[src/rtl/spi_msg_pkg.sv]
// spi_msg_pkg
//   Shared types and constants for the SPI message sequencer.
//   - state_t       : sequencer states
//   - CMD_*         : command opcodes found in cmd[7:6]
//   - DEF_STATUS_BYTE : default byte returned by the status command
//   - byte_of()     : selects byte 0..3 (MSB first) of a 32-bit word
package spi_msg_pkg;

  typedef enum logic [2:0] {
    IDLE    = 3'd0,
    STAT    = 3'd1,
    RD_REQ  = 3'd2,
    RD_WAIT = 3'd3,
    RD_DATA = 3'd4,
    WR_DATA = 3'd5,
    DRAIN   = 3'd6
  } state_t;

  localparam logic [1:0] CMD_STATUS = 2'b00;
  localparam logic [1:0] CMD_RSVD   = 2'b01;
  localparam logic [1:0] CMD_READ   = 2'b10;
  localparam logic [1:0] CMD_WRITE  = 2'b11;

  localparam logic [7:0] DEF_STATUS_BYTE = 8'h5A;

  // Byte 0 is the most significant byte.
  function automatic logic [7:0] byte_of(input logic [31:0] w, input logic [1:0] idx);
    logic [7:0] b;
    case (idx)
      2'd0:    b = w[31:24];
      2'd1:    b = w[23:16];
      2'd2:    b = w[15:8];
      default: b = w[7:0];
    endcase
    return b;
  endfunction

endpackage

[src/rtl/spi_msg_word_shift.sv]
// spi_msg_word_shift
//   32-bit MSB-first byte assembler / disassembler with a 2-bit byte index.
//   Write path: each shift pushes a byte in at the bottom and bumps the index.
//   Read path : load captures a whole word, adv steps the index, next_byte
//               presents the byte after the current index.
// Ports:
//   clk, rst_n      clock, synchronous active-low reset
//   clr             reset byte index only (word kept)
//   load/load_word  capture a full word, index to 0
//   shift/shift_byte  shift a byte in MSB-first, index + 1
//   adv             index + 1 without touching the word
//   word, idx       current word and byte index
//   next_byte       byte at index idx+1 of word
module spi_msg_word_shift
  import spi_msg_pkg::*;
(
  input  logic        clk,
  input  logic        rst_n,
  input  logic        clr,
  input  logic        load,
  input  logic [31:0] load_word,
  input  logic        shift,
  input  logic [7:0]  shift_byte,
  input  logic        adv,
  output logic [31:0] word,
  output logic [1:0]  idx,
  output logic [7:0]  next_byte
);

  always_ff @(posedge clk) begin
    if (!rst_n) begin
      word <= '0;
      idx  <= '0;
    end else if (clr) begin
      idx <= '0;
    end else if (load) begin
      word <= load_word;
      idx  <= '0;
    end else if (shift) begin
      word <= {word[23:0], shift_byte};
      idx  <= idx + 2'd1;
    end else if (adv) begin
      idx <= idx + 2'd1;
    end
  end

  assign next_byte = byte_of(word, idx + 2'd1);

endmodule

[src/rtl/spi_msg_ctrl.sv]
// spi_msg_ctrl
//   Message sequencer between a byte-level SPI slave and a 32-bit register
//   file. Decodes the command byte, answers status, runs 4-byte MSB-first
//   register reads/writes and feeds the slave its next MISO byte.
// Handshakes:
//   rxValid   : one-cycle pulse, rxData valid in that cycle only.
//   txLoad    : one-cycle pulse, txData holds the new byte from then on.
//   regRd     : one-cycle request; regRdValid is a one-cycle acknowledge with
//               regRdData, accepted from the regRd cycle up to RD_TIMEOUT
//               cycles later; anything later is ignored.
//   regWr     : one-cycle strobe, regAddr/regWrData valid that cycle.
// Ports: sysClk, usrResetNot (sync active-low), ssActive, rxValid, rxData,
//   txData, txLoad, regAddr, regWrData, regWr, regRd, regRdData, regRdValid,
//   busy, errCnt, stateDbg (current state encoding for debug).
// Build option: SPI_MSG_CTRL_ERRCNT_EN enables the saturating error counter
//   on errCnt (reserved command, abort while busy, read timeout); otherwise
//   errCnt is constant 0.
module spi_msg_ctrl
  import spi_msg_pkg::*;
#(
  parameter logic [7:0] STATUS_BYTE = DEF_STATUS_BYTE,
  parameter int         REG_AW      = 4,
  parameter int         RD_TIMEOUT  = 4,
  parameter logic [7:0] ERR_BYTE    = 8'hEE
) (
  input  logic              sysClk,
  input  logic              usrResetNot,
  input  logic              ssActive,
  input  logic              rxValid,
  input  logic [7:0]        rxData,
  output logic [7:0]        txData,
  output logic              txLoad,
  output logic [REG_AW-1:0] regAddr,
  output logic [31:0]       regWrData,
  output logic              regWr,
  output logic              regRd,
  input  logic [31:0]       regRdData,
  input  logic              regRdValid,
  output logic              busy,
  output logic [7:0]        errCnt,
  output logic [2:0]        stateDbg
);

  localparam int TW = (RD_TIMEOUT < 2) ? 1 : $clog2(RD_TIMEOUT + 1);
  localparam logic [TW-1:0] TMAX = TW'(RD_TIMEOUT);

  state_t        state;
  logic [TW-1:0] tmr;     // cycles since regRd while in RD_WAIT
  logic          rd_err;  // current read timed out: all bytes are ERR_BYTE

  logic          ws_clr, ws_load, ws_shift, ws_adv;
  logic [1:0]    ws_idx;
  logic [7:0]    ws_next;
  logic          rd_accept, rd_timeout, cmd_seen;

  assign cmd_seen   = ssActive && (state == IDLE) && rxValid;
  assign rd_accept  = ssActive && regRdValid && ((state == RD_REQ) || (state == RD_WAIT));
  assign rd_timeout = ssActive && !regRdValid && (state == RD_WAIT) && (tmr == TMAX);

  assign ws_clr   = (cmd_seen && (rxData[7:6] == CMD_WRITE)) || rd_timeout;
  assign ws_load  = rd_accept;
  assign ws_shift = ssActive && (state == WR_DATA) && rxValid;
  assign ws_adv   = ssActive && (state == RD_DATA) && rxValid;

  spi_msg_word_shift u_shift (
    .clk        (sysClk),
    .rst_n      (usrResetNot),
    .clr        (ws_clr),
    .load       (ws_load),
    .load_word  (regRdData),
    .shift      (ws_shift),
    .shift_byte (rxData),
    .adv        (ws_adv),
    .word       (regWrData),
    .idx        (ws_idx),
    .next_byte  (ws_next)
  );

  always_ff @(posedge sysClk) begin
    if (!usrResetNot) begin
      state   <= IDLE;
      txData  <= 8'h00;
      txLoad  <= 1'b0;
      regAddr <= '0;
      regWr   <= 1'b0;
      regRd   <= 1'b0;
      tmr     <= '0;
      rd_err  <= 1'b0;
    end else begin
      txLoad <= 1'b0;
      regWr  <= 1'b0;
      regRd  <= 1'b0;
      if (!ssActive) begin
        // Abort wins over any byte arriving in the same cycle.
        state  <= IDLE;
        txData <= 8'h00;
        txLoad <= (state != IDLE);
      end else begin
        case (state)
          IDLE: if (rxValid) begin
            case (rxData[7:6])
              CMD_STATUS: begin
                state  <= STAT;
                txData <= STATUS_BYTE;
                txLoad <= 1'b1;
              end
              CMD_READ: begin
                state   <= RD_REQ;
                regRd   <= 1'b1;
                regAddr <= rxData[REG_AW-1:0];
              end
              CMD_WRITE: begin
                state   <= WR_DATA;
                regAddr <= rxData[REG_AW-1:0];
              end
              default: begin
                state  <= DRAIN;
                txData <= 8'h00;
                txLoad <= 1'b1;
              end
            endcase
          end
          STAT: if (rxValid) begin
            state  <= IDLE;
            txData <= 8'h00;
            txLoad <= 1'b1;
          end
          RD_REQ: begin
            if (regRdValid) begin
              state  <= RD_DATA;
              rd_err <= 1'b0;
              txData <= regRdData[31:24];
              txLoad <= 1'b1;
            end else begin
              state <= RD_WAIT;
              tmr   <= TW'(1);
            end
          end
          RD_WAIT: begin
            if (regRdValid) begin
              state  <= RD_DATA;
              rd_err <= 1'b0;
              txData <= regRdData[31:24];
              txLoad <= 1'b1;
            end else if (rd_timeout) begin
              state  <= RD_DATA;
              rd_err <= 1'b1;
              txData <= ERR_BYTE;
              txLoad <= 1'b1;
            end else begin
              tmr <= tmr + TW'(1);
            end
          end
          RD_DATA: if (rxValid) begin
            txLoad <= 1'b1;
            if (ws_idx == 2'd3) begin
              state  <= IDLE;
              txData <= 8'h00;
            end else begin
              txData <= rd_err ? ERR_BYTE : ws_next;
            end
          end
          WR_DATA: if (rxValid && (ws_idx == 2'd3)) begin
            // Fourth byte shifts in on this edge; word is complete with regWr.
            state <= IDLE;
            regWr <= 1'b1;
          end
          DRAIN: ;
          default: state <= IDLE;
        endcase
      end
    end
  end

  assign busy     = (state != IDLE);
  assign stateDbg = state;

`ifdef SPI_MSG_CTRL_ERRCNT_EN
  logic       err_evt;
  logic [7:0] err_q;

  assign err_evt = (!ssActive && (state != IDLE)) ||
                   (cmd_seen && (rxData[7:6] == CMD_RSVD)) ||
                   rd_timeout;

  always_ff @(posedge sysClk) begin
    if (!usrResetNot) begin
      err_q <= 8'h00;
    end else if (err_evt && (err_q != 8'hFF)) begin
      err_q <= err_q + 8'h01;
    end
  end

  assign errCnt = err_q;
`else
  assign errCnt = 8'h00;
`endif

endmodule

[config.mk]
export PLATFORM = sky130hd
export DESIGN_NAME = spi_msg_ctrl
export DESIGN_NICKNAME = d
export VERILOG_FILES = /design/src/rtl/spi_msg_pkg.sv /design/src/rtl/spi_msg_word_shift.sv /design/src/rtl/spi_msg_ctrl.sv
export SDC_FILE = /design/constraint.sdc
export NUM_CORES = 1
export LEC_CHECK = 0
export CAP_MARGIN = 10
export CORE_UTILIZATION = 42
export DETAILED_ROUTE_END_ITERATION = 16
export PLACE_DENSITY_LB_ADDON = 0.15
export SYNTH_ARGS = -nofsm -noshare
export SYNTH_HDL_FRONTEND = slang
export SYNTH_SLANG_ARGS = --single-unit
[constraint.sdc]
create_clock -name sysClk -period 1.7 [get_ports sysClk]
set_clock_uncertainty 0.15 [all_clocks]
set_input_delay 0.34 -clock sysClk [delete_from_list [all_inputs] [get_ports sysClk]]
set_output_delay 0.34 -clock sysClk [all_outputs]
set_load 0.005 [all_outputs]
==> summary.md <==
| Metric | Value |
|---|---|
| Outcome | finished, violations left |
| Failing checks | setup timing |
| Global-route wire length before repair | 17.1 mm |
| Adder-cell area share of the yosys netlist | 0.0427 |
| RSZ-0062 raised after global routing | yes |
| Core footprint | 7330 um^2 |
| Wl on met1 | 4.86 mm |
| Crit path DAT | 1970 ps |
| Via count | 3,505 |
| Post-synth EDFFs | 0 |
| Clock Latency Late Sink | 320 ps |
| Required @ worst endpoint | 1770 ps |
| Vias in the first global route | 3,260 |
| Port Buffer Count | 95 |
| Leakage | 3.03 nW |
| Count of final hold-check violations | 0 |
| DIE HEIGHT | 89.6 um |
| Sw frac | 0.274 |
| Cell count of the worst reg-to-reg path | 5 |
| Synth async-reset ratio | 0 |
| Share of cells above drive strength 1 | 0.383 |
| Simple-gate portion of the synthesized area | 0.141 |
| Layout Nets | 585 |
| H-tree depth | 2 |
| Sw Pwr | 0.000770 W |
| Compound-cell area share of the yosys netlist | 0.244 |
| Maximum VDD drop | 371 uV |
| Mean Syn Cell Area | 8.97 um^2 |
| Post-Synth XOR/XNOR Area | 0.00272 |
| Fill count | 516 |
| DR WL met3 | 571 um |
| Avg WL per Cell | 18.3 um |
| Gate Count Post-Synth | 359 |
| Seq/Total Area, Yosys | 0.348 |
| I/O Pins | 104 |
| Max incr delay on CP | 540 ps |
| Post-route ant nets | 0 |
| Worst-path fanout max | 4 |
| Slew Limit Fails | 0 |
| Hpwl dp | 7.22 mm |
| Cell area power density | 505 nW/um^2 |
| Final setup fails | 46 |
| Worst Hold Depth | 2 |
| Minimum clock period | 1900 ps |
| CTS sink count | 56 |
| Clock Path Buffers | 2 |
| Post-synthesis mux area share | 0.125 |
| Ys Warns | 0 |
| Overall Global Routing Usage | 0.288 |
| DIE AREA | 8020 um^2 |
| Initial core utilization | 0.439 |
| Combinational power share | 0.234 |
| Startpoint types | flop |
| DRT Pass-1 Iters | 5 |
| Final Cell Area | 5570 um^2 |
| FF-to-FF setup slack | -200 ps |
| Hold_buf cts | 0 |
| Die W | 89.6 um |
| Fin worst setup slack | -197 ps |
| Cell Area, Synth | 3220 um^2 |
| Total Wirelength | 11.5 mm |
| CP endpoint kind | flop |
| Max cap viols | 0 |
| Largest family of logic cells by synthesized area | compound AO/OA/AOI/OAI gates |
| WL met2 | 5.72 mm |
| Grt ovf | 0 |
| Final period util | 1.12 |
| Max Clk Rate | 527 MHz |
| Uppermost layer routed | met4 |
| Top_reg_cell synth | dfxtp_1 |
| Crit-path cells | ha_4, or4b_4, a211oi_2, a211oi_2, a211oi_1 |
| DRC errors left | 0 |
| Clock Power Share | 0.282 |
| Seq cells post-synth | 56 |
| Antenna violations before repair | 0 |
| Final Util | 0.760 |
| Hold Crit Class | reg -> reg |
| Worst Setup Path Type | reg -> reg |
| Synth cell types | 45 |
| Crit-path most repeated cell | a211oi_2 |
| Largest net degree at the start of global routing | 23 |
| RD Place Congestion | 0.895 |
| Vias per inst | 5.57 |
| Root buffer selected by CTS | clkbuf_8 |
| Seq pwr share | 0.484 |
| Slowest-stage cell, CP | or4b_4 |
| Placed Instance Area | 4670 um^2 |
| DRT iter0 DRCs | 154 |
| CTS tree | built |
| P_int | 0.00204 W |
| CTS Buf Count | 5 |
| # rows | 31 |
| # diodes | 0 |
| Area Overhead vs Synth | 72.9% |
| Clk pin slew, worst setup/hold paths | 100 ps |
## sequential cells by signal, indices dropped and copies added, names as in the netlist
| register | count |
|---|---|
| rd_err | 1 |
| regAddr | 4 |
| regRd | 1 |
| regWr | 1 |
| stateDbg | 3 |
| tmr | 3 |
| txData | 8 |
| txLoad | 1 |
| u_shift.idx | 2 |
| u_shift.word | 32 |
## power groups by stage
stage / logic [W] / registers (W) / clock network (W)
after floorplan: 0.000253 / 0.00140 / 0
after global placement: 0.000523 / 0.00141 / 0
after detailed placement: 0.000530 / 0.00141 / 0
after CTS: 0.000616 / 0.00136 / 0.000801
after global routing: 0.000705 / 0.00136 / 0.000871
final: 0.000657 / 0.00136 / 0.000794
## critical path, delay by kind of cell (launching register included)
kind	cells	cell delay, ps
DFF	1	390
adders and majority gates	1	160
and+or+nand+nor	1	540
AOI/OAI and AO/OA	3	550
## metal layers
layer | vias up | GRT usage
li1 | 1629 | -
met1 | 1696 | 0.376
met2 | 151 | 0.482
met3 | 29 | 0.0406
met4 | 0 | 0.104
met5 | - | 0
## cells in the final DEF (no fill, tap or decap), types with 3 or more instances in the layout
| cell type | count |
|---|---|
| mux2i_1 | 39 |
| o221a_4 | 3 |
| ha_4 | 6 |
| nand3_1 | 3 |
| nand2_2 | 4 |
| o21ai_2 | 3 |
| nor3b_1 | 3 |
| dfxtp_2 | 25 |
| dfxtp_1 | 13 |
| inv_2 | 3 |
| a222oi_1 | 8 |
| buf_4 | 69 |
| buf_6 | 20 |
| nor2b_1 | 7 |
| dlymetal6s2s_1 | 19 |
| ha_1 | 3 |
| dlygate4sd2_1 | 11 |
| a211oi_2 | 8 |
| nand2_1 | 42 |
| clkbuf_8 | 6 |
| inv_1 | 13 |
| o211ai_1 | 5 |
| o21ai_1 | 3 |
| a21oi_1 | 4 |
| conb_1 | 8 |
| a311oi_1 | 4 |
| o211a_1 | 32 |
| o21ai_0 | 14 |
| dfxtp_4 | 18 |
| nor2_4 | 3 |
| nor2_1 | 16 |
| clkdlybuf4s50_1 | 62 |
| buf_12 | 7 |
## stage by stage
step           hold WS (ps)  total power (W)  TNS (ps)  worst slack (ps)  std cells
3_5_place_dp            347          0.00194    -27700              -701        579
3_3_place_gp            341          0.00193    -27340              -639        579
6_report                360          0.00281     -3170              -197        629
4_1_cts                 345          0.00278     -3370              -178        617
2_1_floorplan           319          0.00165      -279             -87.5        366
5_1_grt                 384          0.00294     -5730              -245        629
## cell usage after synthesis, types with 5 or more instances
library cell | instances | share of area
nor2b_1 | 9 | 0.017
mux2i_1 | 39 | 0.12
clkbuf_1 | 15 | 0.017
buf_6 | 5 | 0.017
ha_1 | 11 | 0.043
a21oi_1 | 6 | 0.0093
nor2_1 | 19 | 0.022
o21ai_0 | 20 | 0.031
buf_4 | 11 | 0.026
o211a_1 | 32 | 0.099
dfxtp_1 | 56 | 0.35
o211ai_1 | 5 | 0.012
nand2_1 | 46 | 0.054
a211oi_1 | 9 | 0.021
a311oi_1 | 5 | 0.014
inv_1 | 17 | 0.020
nand3_1 | 5 | 0.0078
a222oi_1 | 8 | 0.025
buf_2 | 8 | 0.012
## area by class of cell
class	instances	area, um^2	share of cell area
Clock inverter	2	13.8	0.00247
Multi-Input combinational cell	254	2100	0.377
Inverter	17	76.3	0.0137
Timing Repair Buffer	195	1950	0.351
Tap cell	99	124	0.0222
Clock buffer	6	82.6	0.0148
Sequential cell	56	1220	0.219
## cells by family (layout without fill, tap and decap cells)
kind of cell	count (synthesis)	count (layout)
AO/OA/AOI/OAI	96	98
AND/OR/NAND/NOR	96	96
buffers and inverters	58	220
flip-flops	56	56
multiplexers	40	40
adder cells (fa/ha/maj)	11	11
other	1	8
XOR/XNOR	1	1
## what timing repair did
action                                  in CTS  in global routing
hold endpoints to repair                     0                  0
buffers inserted                            25                 16
cloned                                       5                  1
pin swaps                                   23                 26
endpoints found under the setup margin      87                 83
gates resized for setup                    116                 62
## final timing paths
kind | start | to
max | u_shift.idx[0] | txData[3]
min | txData[1] | txData[1]
max reg2reg | u_shift.idx[0] | txData[3]
min reg2reg | txData[1] | txData[1]
Power figures use the tool's default switching activity.
